==> config.mk <==
export PLATFORM = sky130hd
export DESIGN_NAME = adder16_cn
export DESIGN_NICKNAME = d
export VERILOG_FILES = /design/src/rtl/adder16_cn.sv
export SDC_FILE = /design/constraint.sdc
export NUM_CORES = 1
export LEC_CHECK = 0
export BUFFER_PORTS_ARGS = -buffer_cell sky130_fd_sc_hd__buf_4
export CAP_MARGIN = 5
export CORE_MARGIN = 8
export CORE_UTILIZATION = 43
export CTS_CLUSTER_SIZE = 10
export DETAILED_ROUTE_END_ITERATION = 8
export PLACE_DENSITY = 0.79
export SLEW_MARGIN = 20
export SYNTH_ARGS = -nofsm -noshare
export SYNTH_HDL_FRONTEND = slang
export SYNTH_HIERARCHICAL = 1
export SYNTH_SLANG_ARGS = --single-unit
==> constraint.sdc <==
create_clock -name clk -period 2.15 [get_ports clk]
set_input_delay 0.1075 -clock clk [delete_from_list [all_inputs] [get_ports clk]]
set_output_delay 0.1075 -clock clk [all_outputs]
set_load 0.02 [all_outputs]
==> src/rtl/adder16_cn.sv <==
// 16-bit carry-lookahead adder: four 4-bit lookahead slices joined by a group-lookahead
// unit, with the sum and carry-out registered once for use as a pipeline stage.

module adder4_cn (
   input  logic [3:0] a,
   input  logic [3:0] b,
   input  logic       cin,
   output logic [3:0] s,
   output logic       cout,
   output logic       group_g,
   output logic       group_p
);
   logic [3:0] g;
   logic [3:0] p;
   logic       c1, c2, c3, c4;

   // Every carry is a flat AND-OR of g/p and cin, so nothing ripples inside the slice.
   always_comb begin
      g  = a & b;
      p  = a ^ b;
      c1 = g[0] | (p[0] & cin);
      c2 = g[1] | (p[1] & g[0]) | (p[1] & p[0] & cin);
      c3 = g[2] | (p[2] & g[1]) | (p[2] & p[1] & g[0]) | (p[2] & p[1] & p[0] & cin);
      c4 = g[3] | (p[3] & g[2]) | (p[3] & p[2] & g[1]) | (p[3] & p[2] & p[1] & g[0])
         | (p[3] & p[2] & p[1] & p[0] & cin);
      group_p = p[3] & p[2] & p[1] & p[0];
      group_g = g[3] | (p[3] & g[2]) | (p[3] & p[2] & g[1]) | (p[3] & p[2] & p[1] & g[0]);
      cout    = group_g | (group_p & cin);
      s       = p ^ {c3, c2, c1, cin};
   end

   // c4 and cout are the same function; cout is the form driven out of the slice.
   logic unused_c4;
   assign unused_c4 = c4;
endmodule

module adder16_cn (
   input  logic        clk,
   input  logic        reset,
   input  logic [15:0] a,
   input  logic [15:0] b,
   input  logic        cin,
   output logic [15:0] s,
   output logic        cout
);
   logic [3:0]  grp_g;
   logic [3:0]  grp_p;
   logic [3:0]  slice_cout;
   logic [4:0]  grp_c;
   logic [15:0] s_c;
   logic        cout_c;
   logic [15:0] s_d, s_q;
   logic        cout_d, cout_q;

   for (genvar k = 0; k < 4; k++) begin : g_slice
      adder4_cn u_slice (
         .a       (a[4*k +: 4]),
         .b       (b[4*k +: 4]),
         .cin     (grp_c[k]),
         .s       (s_c[4*k +: 4]),
         .cout    (slice_cout[k]),
         .group_g (grp_g[k]),
         .group_p (grp_p[k])
      );
   end

   // Slice carry-ins come only from the group lookahead, never from a neighbour's cout.
   always_comb begin
      grp_c[0] = cin;
      grp_c[1] = grp_g[0] | (grp_p[0] & cin);
      grp_c[2] = grp_g[1] | (grp_p[1] & grp_g[0]) | (grp_p[1] & grp_p[0] & cin);
      grp_c[3] = grp_g[2] | (grp_p[2] & grp_g[1]) | (grp_p[2] & grp_p[1] & grp_g[0])
               | (grp_p[2] & grp_p[1] & grp_p[0] & cin);
      grp_c[4] = grp_g[3] | (grp_p[3] & grp_g[2]) | (grp_p[3] & grp_p[2] & grp_g[1])
               | (grp_p[3] & grp_p[2] & grp_p[1] & grp_g[0])
               | (grp_p[3] & grp_p[2] & grp_p[1] & grp_p[0] & cin);
      cout_c   = grp_c[4];
   end

   logic [3:0] unused_slice_cout;
   assign unused_slice_cout = slice_cout;

   always_comb begin
      s_d    = s_c;
      cout_d = cout_c;
   end

   always_ff @(posedge clk) begin
      if (reset) begin
         s_q    <= 16'h0000;
         cout_q <= 1'b0;
      end else begin
         s_q    <= s_d;
         cout_q <= cout_d;
      end
   end

   assign s    = s_q;
   assign cout = cout_q;
endmodule

# Word-level counts from Yosys, hierarchy flattened
# Cells that the tools add are included.
[totals]
register_bits = 17
rom_bits = 0
latchBits = 0
mem_bits_rw = 0
inputBits = 35
mem_count = 0
out_inout_bits = 17
[classes]
n_bitwise = 134
addsub = 0
n_mux = 0
magnitude_cmp = 0
div = 0
shifts = 0
reduce_logical = 0
mul = 0
n_eq_ne = 0
[op_table]
columns = ["operator", "count"]
rows = [
  ["AND 1 bit", 76],
  ["OR 1 bit", 46],
  ["XOR 4 bit", 8],
  ["AND 4 bit", 4],
]

# Longest topological paths before layout
# Gate-level depths: netlist of the first run.
[logic_depth]
word_depth = 12
depth_mapped = 11
depth_no_buf = 11

# By module
# Netlist of the first run, hierarchy kept.
[modules_own_cells]
columns = ["mod", "area_each_um2", "cells_per_inst", "instances"]
rows = [
  ["adder16_cn", 513.0, 42, 1],
  ["adder4_cn (g_slice[1].u_slice)", 193.9, 22, 1],
  ["adder4_cn (g_slice[0].u_slice)", 186.4, 22, 1],
  ["adder4_cn (g_slice[2].u_slice)", 165.2, 21, 1],
  ["adder4_cn (g_slice[3].u_slice)", 161.4, 18, 1],
]

# Worst setup path after synthesis of the first run
# OpenSTA, ideal clock, no wires.
[synth_timing]
path_kind = "in2reg"
from = "input a[1]"
to = "register s_q[13], in the netlist s[13]"
required_ns = 2.034
n_path_buf = 0
setup_time_ns = 0.116
path_slack_ns = -0.122
arrival_time_ns = 2.156
cell_stages = 10
cell_sequence = "ha_1 > a21oi_2 > o21bai_1 > a21o_1 > a21o_1 > a21o_1 > a21o_1 > fa_1 > xor2_1 > and2b_2"
[synth_between]
elab_chain_cells = 10
[synth_rtl]
columns = ["element", "line_no", "rtl"]
rows = [
  ["start: declaration", "40", "input logic [15:0] a,"],
  ["AND 4 bit / XOR 4 bit (equally long branches)", "19, 20", ""],
  ["AND 1 bit", "n/a", ""],
  ["OR 1 bit / AND 1 bit (equally long branches)", "n/a", ""],
  ["OR 1 bit (*)", "n/a", ""],
  ["via grp_g[0]", "46", "logic [3:0] grp_g;"],
  ["AND 1 bit (*)", "72", "grp_c[3] = grp_g[2] | (grp_p[2] & grp_g[1]) | (grp_p[2] & grp_p[1] & grp_g[0])"],
  ["OR 1 bit (*)", "72", ""],
  ["OR 1 bit (*)", "73", "| (grp_p[2] & grp_p[1] & grp_p[0] & cin);"],
  ["via grp_c[3]", "49", "logic [4:0] grp_c;"],
  ["AND 1 bit (*)", "21", "c1 = g[0] | (p[0] & cin);"],
  ["OR 1 bit (*)", "21", ""],
  ["XOR 4 bit (*)", "29", "s = p ^ {c3, c2, c1, cin};"],
  ["via s_c[13]", "50", "logic [15:0] s_c;"],
  ["end signal: assignment", "90", "s_q <= 16'h0000;"],
  ["end signal: assignment", "93", "s_q <= s_d;"],
  ["end: declaration", "52", "logic [15:0] s_d, s_q;"],
]
# The timed path passes the listed nets; every way through them passes the cells marked *.
# A chain may end at the register's enable or synchronous reset.

# Final worst setup path of the first run
[layout_timing]
from = "input a[2]"
to = "register s_q[13], in the netlist s[13]"
[layout_between]
elab_chain_cells = 11
[layout_rtl]
columns = ["element", "line_no"]
rows = [
  ["AND 4 bit / XOR 4 bit (equally long branches)", "19, 20"],
  ["AND 1 bit", "n/a"],
  ["OR 1 bit / AND 1 bit (equally long branches) (2 in a row)", "n/a"],
  ["OR 1 bit (*)", "n/a"],
  ["via grp_g[0]", "46"],
  ["AND 1 bit (*)", "72"],
  ["OR 1 bit (*)", "72"],
  ["OR 1 bit (*)", "73"],
  ["via grp_c[3]", "49"],
  ["AND 1 bit (*)", "21"],
  ["OR 1 bit (*)", "21"],
  ["XOR 4 bit (*)", "29"],
  ["via s_c[13]", "50"],
]
# Marked as above.

==> impl_metrics.py, run 1 <==
metrics = {
    "floorplan": {
        "die-area_um2": 4703,
        "start_util": 0.4425,
        "fp-row-count": 19,
        "chipWidth_um": 68.58,
        "core-area_um2": 2686,
        "io_pins": 52,
        "die_h_um": 68.58,
    },
    "power_and_ir_drop": {
        "power_leakage_nw": 0.9180,
        "vdd_drop_max_uv": 433.8,
        "powerDensity_nw_per_um2": 569.0,
    },
    "logic_synthesis": {
        "yosys_warnings": 6,
        "synthCells": 121,
        "avgSynthCellArea_um2": 9.823,
        "syn-cell-area_um2": 1189,
        "synth_nets": 176,
    },
    "timing": {
        "worstMarginPinSlew_ns": 0.2688,
        "fmax_ghz": 0.5196,
        "hold_viol": 0,
        "layout_min_cycle_time_ns": 1.925,
        "relSlewSlack": 0.8189,
        "setup_violations": 0,
        "final.setup.tns_ns": 0,
        "grt_setup_unrepaired": "false",
        "finalCritPeriodShare": 0.8951,
        "slew_viol_final": 0,
    },
    "routing": {
        "avgRoutedWirePerCell_um": 12.91,
        "drtIter0Drc": 35,
        "viasPerCell": 4.889,
        "vias": 1056,
        "dr.pass1.iters": 4,
        "postRouteAntennaNets": 0,
        "finalWirelength_mm": 2.789,
        "remaining_drc_errors": 0,
    },
    "finish": {
        "fin_util": 0.6409,
        "layout_common_cells": "buf_4 (61), dfxtp_1 (17), ha_1 (15), inv_1 (12), a21oi_1 (10)",
        "layout.nets": 241,
        "n_antenna_cell": 0,
        "synthToLayoutAreaGrowth_pct": 44.84,
        "final_common_cell": "buf_4",
        "drive_above_1_share": 0.4541,
        "nFillCells": 226,
    },
    "cts": {
        "cts-resized-gates": 0,
        "cts_made_buffers": 3,
        "cts_tree": "yes",
        "clock_path_buffers": 2,
        "clkSinkCount": 17,
        "path_clk_slew_ns": 0.10,
        "h-tree-depth": 1,
        "postCtsHoldBufs": 0,
        "ctsRootBufferMaster": "clkbuf_4",
        "post_cts_buffers": 0,
    },
    "global_route": {
        "grt_overflow": 0,
        "grt_antenna_before_repair": 0,
        "grt_pass1_wl_mm": 4.395,
        "grt_start_max_net_pins": 19,
        "track_usage": 0.1195,
        "grt_pass1_vias": 1085,
    },
    "worst_setup_path": {
        "crit_path_max_incr_delay_ns": 0.37,
        "cp-end-kind": "flip-flop",
        "worstSetupStartpointType": "input pin",
        "path_max_fanout": 3,
        "critPathKind": "in2reg",
        "worstPathRequired_ns": 2.34,
        "cp.arrival_ns": 2.11,
        "path_cells": "buf_4, ha_1, inv_1, o21bai_1, a21o_1, a21o_1, a21o_1, a21o_1, fa_1, xor2_1, and2b_2",
        "crit_slowest_cell": "fa_1",
        "worst_path_most_repeated_cell": "a21o_1",
    },
    "place": {
        "gp_congestion": 0.8714,
        "numPortBuffers": 51,
        "hpwl_mm": 2.407,
    },
    "status": {
        "outcome": "finished clean",
    },
    "hold_path": {
        "min_path_type": "in2reg",
    },
    "flow_run": {
        "maxCapViolCount": 0,
    },
}
[state kept, by name, summed over array words and instances, names as in the netlist]
signal  flops
s          16
cout        1
[cell type report]
cell class              count  area [um^2]  share of cell area
clock buffers               3        22.52             0.01308
multi-input cells          91        812.0              0.4717
inverters                  12        45.04             0.02616
clock inverters             1        5.005            0.002907
repair buffers             61        457.9              0.2660
well taps                  31        38.79             0.02253
flip-flops and latches     17        340.3              0.1977
[power breakdown]
group | leakage, nW | switching [mW] | internal (mW)
Combinational | 0.759 | 0.208 | 0.234
Sequential | 0.142 | 0.0115 | 0.358
Clock | 0.0177 | 0.0989 | 0.0690
[metal layers]
metal | track usage | routed length (um) | vias up | share of wire
met4 | 0.03836 | 0 | 0 | 0
met2 | 0.2300 | 1466 | 34 | 0.53
li1 | - | - | 545 | -
met5 | 0 | 0 | - | 0
met3 | 0.02262 | 192 | 0 | 0.069
met1 | 0.1262 | 1131 | 477 | 0.41
[metrics by stage]
step           setup slack, ns  total power [mW]  std cells  instance area (um^2)  hold slack (ns)
2_1_floorplan         0.007327            0.6348        121                  1201           0.1791
3_3_place_gp          -0.03180            0.8093        212                  1694           0.4144
3_5_place_dp          -0.07852            0.8221        212                  1694           0.4256
4_1_cts                 0.2317            0.9937        216                  1722           0.1063
5_1_grt                 0.1643             1.045        216                  1722           0.1092
6_report                0.2254            0.9796        216                  1722           0.1116
[final timing paths]
path	startpoint	end	slack, ns	cells after the start
max	a[2]	s[13]	0.23	11
min	reset	s[7]	0.11	2
[worst max-delay path, delay by kind of cell]
| family | cells | cell delay, ns |
|---|---|---|
| compound gates | 5 | 0.81 |
| xor+xnor | 1 | 0.14 |
| buf+inv | 2 | 0.19 |
| fa+ha+maj | 2 | 0.68 |
| simple gates | 1 | 0.18 |
Note: power is estimated with default switching activity, not from simulation.
==> run 2, diff against run 1 <==
- ABC_AREA: default -> 1
- CORE_UTILIZATION: 43 -> 45
==> impl_metrics.py, run 2 <==
metrics = {
    "power_and_ir_drop": {
        "vdd_drop_max_uv": 257.5,
        "power_leakage_nw": 1.097,
        "powerDensity_nw_per_um2": 535.8,
    },
    "cts": {
        "ctsRootBufferMaster": "clkbuf_4",
        "postCtsHoldBufs": 0,
        "clock_path_buffers": 2,
        "path_clk_slew_ns": 0.10,
        "clkSinkCount": 17,
        "cts_tree": "yes",
        "cts_made_buffers": 3,
        "cts-resized-gates": 0,
        "h-tree-depth": 1,
        "post_cts_buffers": 0,
    },
    "logic_synthesis": {
        "synthCells": 214,
        "synth_nets": 269,
        "avgSynthCellArea_um2": 6.554,
        "yosys_warnings": 6,
        "syn-cell-area_um2": 1403,
    },
    "floorplan": {
        "die_h_um": 71.83,
        "die-area_um2": 5160,
        "chipWidth_um": 71.83,
        "start_util": 0.4671,
        "core-area_um2": 3003,
        "fp-row-count": 20,
        "io_pins": 52,
    },
    "timing": {
        "slew_viol_final": 0,
        "grt_setup_unrepaired": "false",
        "layout_min_cycle_time_ns": 1.740,
        "fmax_ghz": 0.5746,
        "final.setup.tns_ns": 0,
        "worstMarginPinSlew_ns": 0.2848,
        "relSlewSlack": 0.8102,
        "hold-worst-slack_ns": 0.1210,
        "finalCritPeriodShare": 0.8095,
        "setup_violations": 0,
        "hold_viol": 0,
    },
    "routing": {
        "viasPerCell": 4.583,
        "avgRoutedWirePerCell_um": 10.14,
        "remaining_drc_errors": 0,
        "postRouteAntennaNets": 0,
        "vias": 1375,
        "dr.pass1.iters": 6,
        "finalWirelength_mm": 3.042,
        "drtIter0Drc": 38,
    },
    "global_route": {
        "track_usage": 0.1220,
        "grt_antenna_before_repair": 0,
        "grt.met1_usage": 0.1284,
        "grt_pass1_vias": 1324,
        "grt_start_max_net_pins": 18,
        "busiest_layer": "met2",
        "grt_util_met3": 0.02929,
        "grt_overflow": 0,
        "grt_pass1_wl_mm": 5.285,
        "groute.layer.met2.usage": 0.2298,
    },
    "finish": {
        "layout_common_cells": "nand2_1 (55), buf_4 (51), inv_1 (48), nor2_1 (24), dfxtp_1 (17)",
        "final_common_cell": "nand2_1",
        "n_antenna_cell": 0,
        "drive_above_1_share": 0.2397,
        "synthToLayoutAreaGrowth_pct": 30.51,
        "layout.nets": 323,
        "instances_no_fill": 300,
        "largest_reg_flops": 16,
        "nFillCells": 312,
        "fin_util": 0.6096,
    },
    "worst_setup_path": {
        "worstSetupStartpointType": "input pin",
        "cp.arrival_ns": 1.92,
        "worstPathRequired_ns": 2.33,
        "cp-end-kind": "flip-flop",
        "critPathKind": "in2reg",
        "path_max_fanout": 5,
    },
    "hold_path": {
        "min_path_type": "in2reg",
    },
    "flow_run": {
        "maxCapViolCount": 0,
    },
    "place": {
        "dp.cells": 296,
        "hpwl_mm": 2.664,
        "gp_congestion": 0.8484,
        "numPortBuffers": 51,
    },
    "status": {
        "outcome": "finished clean",
    },
}
[run 2: stage by stage]
stage / power (mW) / setup WS, ns / instance area, um^2
after global placement: 0.8085 / 0.1906 / 1804
after detailed placement: 0.8217 / 0.1186 / 1804
final: 0.9807 / 0.4095 / 1831
after global routing: 1.063 / 0.2512 / 1831
after CTS: 0.9912 / 0.4199 / 1831
after floorplan: 0.6643 / 0.4080 / 1403
[run 2: power breakdown]
| group | switching, mW | internal [mW] | leakage [nW] |
|---|---|---|---|
| Combinational | 0.248 | 0.198 | 0.941 |
| Clock | 0.0985 | 0.0719 | 0.0150 |
| Sequential | 0.0102 | 0.354 | 0.141 |
[run 2: metal layers]
metal  part of all wire  up-vias  wire length [um]
li1                   -      757                 -
met1               0.44      585              1329
met2               0.51       31              1543
met3              0.046        2               139
met4             0.0095        0                29
met5                  0        -                 0
[run 2: worst paths after layout]
| path | cells past startpoint | endpoint | from |
|---|---|---|---|
| hold / removal | 2 | s[2] | reset |
| setup / recovery | 13 | s[12] | a[2] |
[run 2: final cells by class]
type	instances	area (um^2)	share of cell area
clock buffers	4	26.28	0.01435
well taps	33	41.29	0.02256
multi-input cells	147	859.6	0.4696
flip-flops and latches	17	340.3	0.1859
inverters	48	180.2	0.09843
repair buffers	51	382.9	0.2092
[run 2: critical path, stage by stage]
cell	delay, ns
buf_4	0.11
ha_1	0.33
nand2_1	0.10
inv_1	0.08
nand3_1	0.06
nand2_1	0.07
inv_1	0.04
nand2_2	0.10
nand2_1	0.09
a21oi_1	0.26
fa_1	0.47
inv_1	0.06
nor2_1	0.03
